### config.mk
export PLATFORM = sky130hd
export DESIGN_NAME = pwm_duty_ramp_ctrl
export DESIGN_NICKNAME = d
export VERILOG_FILES = /design/src/rtl/pwm_duty_ramp_ctrl.sv
export SDC_FILE = /design/constraint.sdc
export NUM_CORES = 1
export LEC_CHECK = 0
export ABC_AREA = 1
export CORE_MARGIN = 2
export CORE_UTILIZATION = 55
export DETAILED_ROUTE_END_ITERATION = 10
export DONT_BUFFER_PORTS = 1
export GPL_TIMING_DRIVEN = 0
export PLACE_DENSITY = 0.74
export SLEW_MARGIN = 10
export SYNTH_ARGS = -nofsm -noshare
export SYNTH_HDL_FRONTEND = slang
export SYNTH_SLANG_ARGS = --single-unit
### constraint.sdc
create_clock -name clk -period 4.1 [get_ports clk]
set_clock_uncertainty 0.05 [all_clocks]
set_input_delay 0.41 -clock clk [delete_from_list [all_inputs] [get_ports clk]]
set_output_delay 0.41 -clock clk [all_outputs]
set_load 0.01 [all_outputs]
### src/rtl/pwm_duty_ramp_ctrl.sv
// ============================================================================
// pwm_duty_ramp_ctrl
// ----------------------------------------------------------------------------
// Produces the 11-bit duty word for a free-running 11-bit PWM generator
// (counter 0..2047, output high while duty > count).
//
// The upstream controller delivers target duties over a valid/ready
// handshake. Each accepted target is clipped to DUTY_MAX. The applied duty
// slews toward the target by at most STEP per PWM period. It only changes on
// the edge where pwm_wrap is high, so the new value first shows at count 0 and
// no PWM period is ever truncated.
//
// Deasserting enable ramps the duty down to 0 (soft-stop) and then idles. A
// fault forces the duty to 0 on the very next edge.
//
// Ports
//   clk           system clock
//   rst_n         asynchronous active-low reset
//   pwm_wrap      1-cycle pulse while the PWM counter holds 2047
//   enable        level: 1 = run, 0 = ramp down and idle
//   tgt_duty      requested duty (11 bits)
//   tgt_vld       tgt_duty is valid
//   tgt_rdy       a target can be accepted this cycle
//   fault         level: forces immediate shutdown
//   clr_fault     1-cycle pulse: leaves FAULT when fault=0 and enable=0
//   duty          registered duty word to the PWM generator
//   at_target     in HOLD with duty equal to the applied target
//   busy          ramping up/down (RAMP or STOP)
//   fault_active  in FAULT
// ============================================================================
module pwm_duty_ramp_ctrl #(
    parameter logic [10:0] STEP     = 11'd16,   // max duty change per PWM period, nonzero
    parameter logic [10:0] DUTY_MAX = 11'd2000  // clip applied to accepted targets
) (
    input  logic        clk,
    input  logic        rst_n,
    input  logic        pwm_wrap,
    input  logic        enable,
    input  logic [10:0] tgt_duty,
    input  logic        tgt_vld,
    output logic        tgt_rdy,
    input  logic        fault,
    input  logic        clr_fault,
    output logic [10:0] duty,
    output logic        at_target,
    output logic        busy,
    output logic        fault_active
);

    typedef enum logic [2:0] {
        ST_IDLE  = 3'd0,
        ST_RAMP  = 3'd1,
        ST_HOLD  = 3'd2,
        ST_STOP  = 3'd3,
        ST_FAULT = 3'd4
    } state_t;

    state_t      state_q, state_d;
    logic [10:0] duty_q,  duty_d;
    logic [10:0] tgt_q,   tgt_d;

    logic [10:0] tgt_clip;
    logic        accept;

    // Move cur one slew step toward tgt. Distances up to STEP land exactly on
    // tgt, so there is never an overshoot. Since tgt never exceeds DUTY_MAX,
    // cur + STEP cannot wrap the 11-bit range when tgt > cur.
    function automatic logic [10:0] step_toward(input logic [10:0] cur,
                                                input logic [10:0] tgt);
        logic [10:0] diff;
        logic [10:0] res;
        diff = 11'd0;
        res  = cur;
        if (tgt > cur) begin
            diff = tgt - cur;
            res  = (diff > STEP) ? (cur + STEP) : tgt;
        end else if (tgt < cur) begin
            diff = cur - tgt;
            res  = (diff > STEP) ? (cur - STEP) : tgt;
        end
        return res;
    endfunction

    assign tgt_clip = (tgt_duty > DUTY_MAX) ? DUTY_MAX : tgt_duty;
    assign accept   = tgt_vld && tgt_rdy;

    // ------------------------------------------------------------------------
    // Next-state logic. Priority: fault, then enable, then the wrap step.
    // The step always uses tgt_q (the value before any same-edge transfer), so
    // a target accepted on a wrap edge only affects the following wrap.
    // State decisions that compare against the target use tgt_d, so a transfer
    // on this edge is taken into account immediately.
    // ------------------------------------------------------------------------
    always_comb begin
        state_d = state_q;
        duty_d  = duty_q;
        tgt_d   = accept ? tgt_clip : tgt_q;

        if (fault) begin
            state_d = ST_FAULT;
            duty_d  = 11'd0;
            tgt_d   = 11'd0;
        end else begin
            case (state_q)
                ST_IDLE: begin
                    // Targets are stored here but not applied until enabled.
                    duty_d = 11'd0;
                    if (enable) begin
                        state_d = (tgt_d != 11'd0) ? ST_RAMP : ST_HOLD;
                    end
                end

                // RAMP and HOLD share one rule set. In HOLD, duty_q == tgt_q,
                // so the wrap step is a no-op and the duty stays constant.
                ST_RAMP, ST_HOLD: begin
                    if (!enable) begin
                        // Soft-stop: the effective target becomes 0.
                        state_d = ST_STOP;
                        tgt_d   = 11'd0;
                    end else begin
                        if (pwm_wrap) begin
                            duty_d = step_toward(duty_q, tgt_q);
                        end
                        state_d = (duty_d == tgt_d) ? ST_HOLD : ST_RAMP;
                    end
                end

                ST_STOP: begin
                    tgt_d = 11'd0;
                    if (enable) begin
                        // Re-enable resumes ramping toward 0 and reopens the
                        // handshake so a new target can be accepted.
                        state_d = ST_RAMP;
                    end else begin
                        if (pwm_wrap) begin
                            duty_d = step_toward(duty_q, 11'd0);
                        end
                        if (duty_d == 11'd0) begin
                            state_d = ST_IDLE;
                        end
                    end
                end

                ST_FAULT: begin
                    duty_d = 11'd0;
                    tgt_d  = 11'd0;
                    // Exit only with the machine safely disabled.
                    if (clr_fault && !enable) begin
                        state_d = ST_IDLE;
                    end
                end

                default: begin
                    state_d = ST_IDLE;
                    duty_d  = 11'd0;
                    tgt_d   = 11'd0;
                end
            endcase
        end
    end

    always_ff @(posedge clk or negedge rst_n) begin
        if (!rst_n) begin
            state_q <= ST_IDLE;
            duty_q  <= 11'd0;
            tgt_q   <= 11'd0;
        end else begin
            state_q <= state_d;
            duty_q  <= duty_d;
            tgt_q   <= tgt_d;
        end
    end

    // Outputs are the duty register itself or decodes of registered state.
    assign duty         = duty_q;
    assign tgt_rdy      = (state_q == ST_IDLE) || (state_q == ST_RAMP) ||
                          (state_q == ST_HOLD);
    assign at_target    = (state_q == ST_HOLD) && (duty_q == tgt_q);
    assign busy         = (state_q == ST_RAMP) || (state_q == ST_STOP);
    assign fault_active = (state_q == ST_FAULT);

endmodule

==> results_dict.tcl, run 1 <==
set metrics [dict create \
    layout_commonest_cell "nand2_1" \
    reg2reg_to "state_q[0]" \
    ys.flop_type "dfrtp_1" \
    clockRootBuffer "clkbuf_8" \
    viasPerCell 5.70 \
    period_needed_ns 3.82 \
    period_share_pct 93.1 \
    arrival_ns 3.91 \
    synth-edff-count 0 \
    dp_slack_ns 0.0996 \
    htreeDepth 1 \
    dr.first_iter.drc_count 395 \
    initial_core_util_pct 57.2 \
    vias 4664 \
    antenna_cells 0 \
    drive_gt1_share_pct 7.76 \
    synthCells 714 \
    fmax_mhz 262 \
    run_status "finished, final reports clean" \
    finalSetupViolCount 0 \
    critPathKind "register to register" \
    insertion_delay_ns 0.27 \
    rows 30 \
    drv_cap 0 \
    r2r-start "duty[4]" \
    hpwl_microns 9660 \
    wl_per_cell_microns 14.7 \
    grt_pass1_wl_microns 19200 \
    cts.sinks 25 \
    worstHoldStart "fault" \
    globalplace.congestion 0.947 \
    cts.clk_slew.worst_paths_ns 0.10 \
    start_kind "register" \
    cts-buffers-inserted 3 \
    multi_input_area_sq_mm 0.00285 \
    antenna_found_initial 0 \
    fillers 695 \
    grt_util_all_layers_pct 31.4 \
    io_buffers 0 \
    rsz0062_at_grt "no" \
    yosysUniqueCellTypes 37 \
    dieArea_sq_mm 0.00783 \
    core_sq_mm 0.00687 \
    dr.pass1.iters 5 \
    crit_path_frequent_cell "nand2_1" \
    p_clk_share_pct 23.7 \
    area_growth_pct 5.99 \
    synth_seq_area_share_pct 15.9 \
    place_area_sq_mm 0.00405 \
    slew_headroom_pct 50.5 \
    hold_slack_ns 0.236 \
    grt_max_degree 26 \
    async_reset_ff_share_pct 100 \
    combPwrFrac_pct 37.3 \
    die_y_microns 88.5 \
    maxSlewViolCount 0 \
    slowest_stage "dfrtp_1" \
    ir_drop_v 0.000142 \
    ys_warn_count 0 \
    reg2regPathDepth 26 \
    p_int_w 0.000391 \
    slowest_delay_ns 0.57 \
    holdCritPathClass "primary input to register" \
    detail-route-antenna-nets 0 \
    finish.utilization_pct 60.6 \
    syn_nets 757 \
    wirelength_microns 12000 \
    critPathLaunch "duty[4]" \
    grt_pass1_vias 4140 \
    seq_power_share_pct 38.9 \
    p_switching_w 0.000251 \
    power_density_mw_per_mm2 154 \
    swShare_pct 39.1 \
    cts_tree "done" \
    overflow 0 \
    hold_viol_final 0 \
    avgSynthCellArea_sq_um 5.50 \
    timing.setup.tns_ns 0 \
    nNetsFinal 766 \
    drc 0 \
    die_w_microns 88.5 \
    cp.required_ns 4.19 \
    final_cell_area_sq_mm 0.00416 \
    p_leak_nw 2.37 \
    setup_slack_ns 0.284 \
    worst_slew_pin_slew_ns 0.734 \
    endpoint_kind "register" \
    synth_seq_cells 25 \
    ioPinCount 33 \
    syn_area_sq_mm 0.00393 \
    clockBufferDepth 2 \
    final_cell_mix "nand2_1, inv_1, nand3_1, nor2_1, o21ai_0" \
    endpoint "state_q[0]" \
    path_max_fanout 10 \
    regArea_sq_um 628 \
    reg2reg_slack_ns 0.28 \
]
layout make-up:
type,instances,share of cell area (%)
Buffer,13,1.53
Clock buffer,3,0.992
Clock inverter,1,0.120
Inverter,108,9.92
Multi-Input combinational cell,568,68.4
Sequential cell,25,15.1
Tap cell,96,2.89
Timing Repair Buffer,4,1.08
metrics by stage:
stage | total power, W | cells
6_report | 0.000642 | 818
5_1_grt | 0.000682 | 818
4_1_cts | 0.000639 | 816
3_5_place_dp | 0.000478 | 810
3_3_place_gp | 0.000475 | 810
2_1_floorplan | 0.000430 | 714
state kept, by name (all words and copies together), names as in the netlist:
name,flops
duty,11
tgt_q,11
state_q,3
Yosys cell counts, drive strengths merged (2+ instances only):
master / number / area [sq um]
nand2: 267 / 1020
o211ai: 3 / 22.5
clkinv: 3 / 11.3
nor2: 78 / 358
a21oi: 14 / 70.1
o21ai: 30 / 161
nand3: 88 / 453
nand3b: 2 / 15.0
and2: 3 / 18.8
dfrtp: 25 / 626
ha: 24 / 300
buf: 8 / 45.0
nor3: 6 / 30.0
clkbuf: 5 / 18.8
xor2: 8 / 70.1
inv: 105 / 394
o22ai: 11 / 68.8
nand4: 22 / 138
a22oi: 3 / 22.5
critical path, delay by kind of cell, from the launching register on:
family / cells / cell delay [ns]
and+or+nand+nor: 23 / 2.15
DFF: 1 / 0.57
adders and majority gates: 1 / 0.47
buffers and inverters: 2 / 0.42
cells by family (layout without fill, tap and decap cells):
family	Yosys count	in the layout	synth area share, %
AND/OR/NAND/NOR	468	468	52.1
buffers and inverters	121	129	12.0
AO/OA/AOI/OAI	66	66	9.82
adder cells (fa/ha/maj)	25	25	8.16
flip-flops	25	25	15.9
XOR/XNOR	9	9	2.01
power groups by stage:
stage	registers, W	clock network, W	logic (W)
global route	0.000250	0.000166	0.000266
floorplan	0.000254	0	0.000176
global placement	0.000255	0	0.000220
finish	0.000250	0.000152	0.000240
CTS	0.000250	0.000157	0.000232
detailed placement	0.000255	0	0.000223
routing by layer:
metal,GRT usage (%),part of all wire [%],routed length (microns),up-vias
met1,39.8,42,5010,2081
met4,11.6,3.1,369,0
met5,0,0,0,-
li1,-,-,-,2303
met3,2.43,7.2,865,35
met2,55.5,48,5750,245
worst min path at each step:
stage	end	cells past startpoint
final	state_q[2]	2
after global routing	state_q[2]	2
after CTS	state_q[2]	2
after detailed placement	duty[10]	0
after global placement	duty[10]	0
after floorplan	duty[0]	0
timing repair:
item / 4_1_cts / 5_1_grt
endpoints found under the hold margin: 25 / 0
gates resized for setup: 0 / 8
hold buffers: 2 / 0
setup endpoints to repair: 0 / 2
buffers inserted: 0 / 2
No activity file was read; power rests on OpenSTA's default activity.
==> run 2, diff against run 1 <==
--- a/config.mk
+++ b/config.mk
@@ -11,7 +11,7 @@
 export DETAILED_ROUTE_END_ITERATION = 10
 export DONT_BUFFER_PORTS = 1
 export GPL_TIMING_DRIVEN = 0
-export PLACE_DENSITY = 0.74
+export PLACE_DENSITY = 0.73
 export SLEW_MARGIN = 10
 export SYNTH_ARGS = -nofsm -noshare
 export SYNTH_HDL_FRONTEND = slang
==> results_dict.tcl, run 2 (synthesized netlist as in run 1, its figures left out) <==
set metrics [dict create \
    run_status "finished, final reports clean" \
    wirelength_microns 12400 \
    viasPerCell 5.67 \
    wl_per_cell_microns 15.1 \
    cts.clk_slew.worst_paths_ns 0.10 \
    dp_cells 810 \
    period_share_pct 94.0 \
    antenna_found_initial 0 \
    power_density_mw_per_mm2 156 \
    ir_drop_v 0.000190 \
    cts_tree "done" \
    ioPinCount 33 \
    fillers 719 \
    finalSetupViolCount 0 \
    maxSlewViolCount 0 \
    die_w_microns 88.5 \
    initial_core_util_pct 57.2 \
    place_area_sq_mm 0.00405 \
    dieArea_sq_mm 0.00783 \
    grt_pass1_vias 4130 \
    detail-route-antenna-nets 0 \
    antenna_cells 0 \
    final_cell_area_sq_mm 0.00416 \
    drive_gt1_share_pct 7.75 \
    io_buffers 0 \
    start_kind "register" \
    nNetsFinal 767 \
    critPathKind "register to register" \
    htreeDepth 1 \
    clockRootBuffer "clkbuf_8" \
    critPathLaunch "duty[5]" \
    worstHoldStart "fault" \
    globalplace.congestion 0.982 \
    clockBufferDepth 2 \
    hpwl_microns 9940 \
    p_leak_nw 2.37 \
    vias 4641 \
    final_cell_mix "nand2_1, inv_1, nand3_1, nor2_1" \
    dr.pass1.iters 6 \
    drc 0 \
    overflow 0 \
    drv_cap 0 \
    area_growth_pct 5.90 \
    core_sq_mm 0.00687 \
    cts-buffers-inserted 3 \
    r2r-start "duty[5]" \
    insertion_delay_ns 0.28 \
    holdCritPathClass "primary input to register" \
    arrival_ns 3.96 \
    cts.sinks 25 \
    endpoint_kind "register" \
    grt_pass1_wl_microns 19400 \
    path_max_fanout 10 \
    worst_slew_pin_slew_ns 0.719 \
    grt_max_degree 26 \
    dr.first_iter.drc_count 381 \
    die_y_microns 88.5 \
    hold_viol_final 0 \
    cp.required_ns 4.20 \
    layout_commonest_cell "nand2_1" \
    period_needed_ns 3.85 \
    final_cells 819 \
    grt_util_all_layers_pct 32.0 \
    fmax_mhz 259 \
    reg2reg_slack_ns 0.25 \
    rows 30 \
    slew_headroom_pct 51.6 \
]
-- run 2: changes by cell type in the layout (fill, tap and decap cells not counted) --
| cell | previous run | this run |
|---|---|---|
| ha_1 | 22 | 24 |
| a21oi_1 | 13 | 14 |
| nor2_2 | 4 | 5 |
| buf_4 | 2 | 3 |
| dfrtp_1 | 23 | 21 |
| dfrtp_2 | 2 | 4 |
| a21oi_2 | 1 | 0 |
| ha_2 | 2 | 0 |
| nor2_4 | 8 | 7 |
-- run 2: stage by stage --
stage | power [W] | util [%] | TNS, ns | hold slack [ns] | setup slack (ns)
after floorplan | 0.000430 | - | 0 | 0.0644 | 0.959
after global placement | 0.000476 | 58.9 | 0 | 0.0648 | 0.218
after detailed placement | 0.000479 | 58.9 | 0 | 0.0648 | 0.166
after CTS | 0.000642 | 60.0 | 0 | 0.232 | 0.148
after global routing | 0.000679 | 60.5 | -0.00895 | 0.246 | -0.00895
final | 0.000648 | 60.5 | 0 | 0.228 | 0.246
-- run 2: final timing paths --
path,cells past startpoint,to
worst max-delay path,23,state_q[0]
min in group asynchronous,2,state_q[2]
worst min register to register,3,state_q[0]
worst min-delay path,2,state_q[2]
max in group asynchronous,2,duty[7]
worst max register to register,23,state_q[0]
-- run 2: final cells by class --
cell class	instances	area, sq um	share of cell area (%)
Buffer	13	63.8	1.53
Multi-Input combinational cell	568	2830	68.1
Clock inverter	1	5.00	0.120
Clock buffer	3	41.3	0.993
Sequential cell	25	631	15.2
Tap cell	96	120	2.89
Timing Repair Buffer	5	52.6	1.26
Inverter	108	413	9.93
-- run 2: worst max-delay path: stages (launching register included) --
cell and delay [ns]:
dfrtp_1 0.55, inv_1 0.22, ha_1 0.44, a21oi_1 0.35, nor2_1 0.07, nor2_1 0.14, a21oi_1 0.10, nor2_2 0.34
nand3_4 0.15, buf_6 0.17, nand2_1 0.05, o21ai_1 0.06, nand2_1 0.06, nand3_1 0.07, nand3_1 0.13, nand2_1 0.09
nand2_1 0.06, nand2_1 0.06, nor2_1 0.25, nand3_1 0.11, nand2_1 0.07, nand2_1 0.05, nand2_1 0.05, nand2_1 0.04
-- run 2: per-layer routing --
metal / vias up / global-route usage [%] / part of all wire (%)
li1: 2312 / - / -
met1: 2108 / 41.3 / 42
met2: 194 / 56.9 / 48
met3: 27 / 2.99 / 8.0
met4: 0 / 8.95 / 2.5
met5: - / 0 / 0
-- run 2: repair_timing --
item | CTS | global route
resized for setup | 0 | 6
setup buffers | 0 | 3
hold buffers | 2 | 0
setup endpoints to repair | 0 | 2
hold endpoints to repair | 25 | 0
-- run 2: power by group --
part / switching, W / leakage, nW / total, W / internal, W
Sequential: 0.00000202 / 0.339 / 0.000250 / 0.000248
Clock: 0.0000914 / 0.0255 / 0.000160 / 0.0000684
Combinational: 0.000164 / 2.01 / 0.000238 / 0.0000745
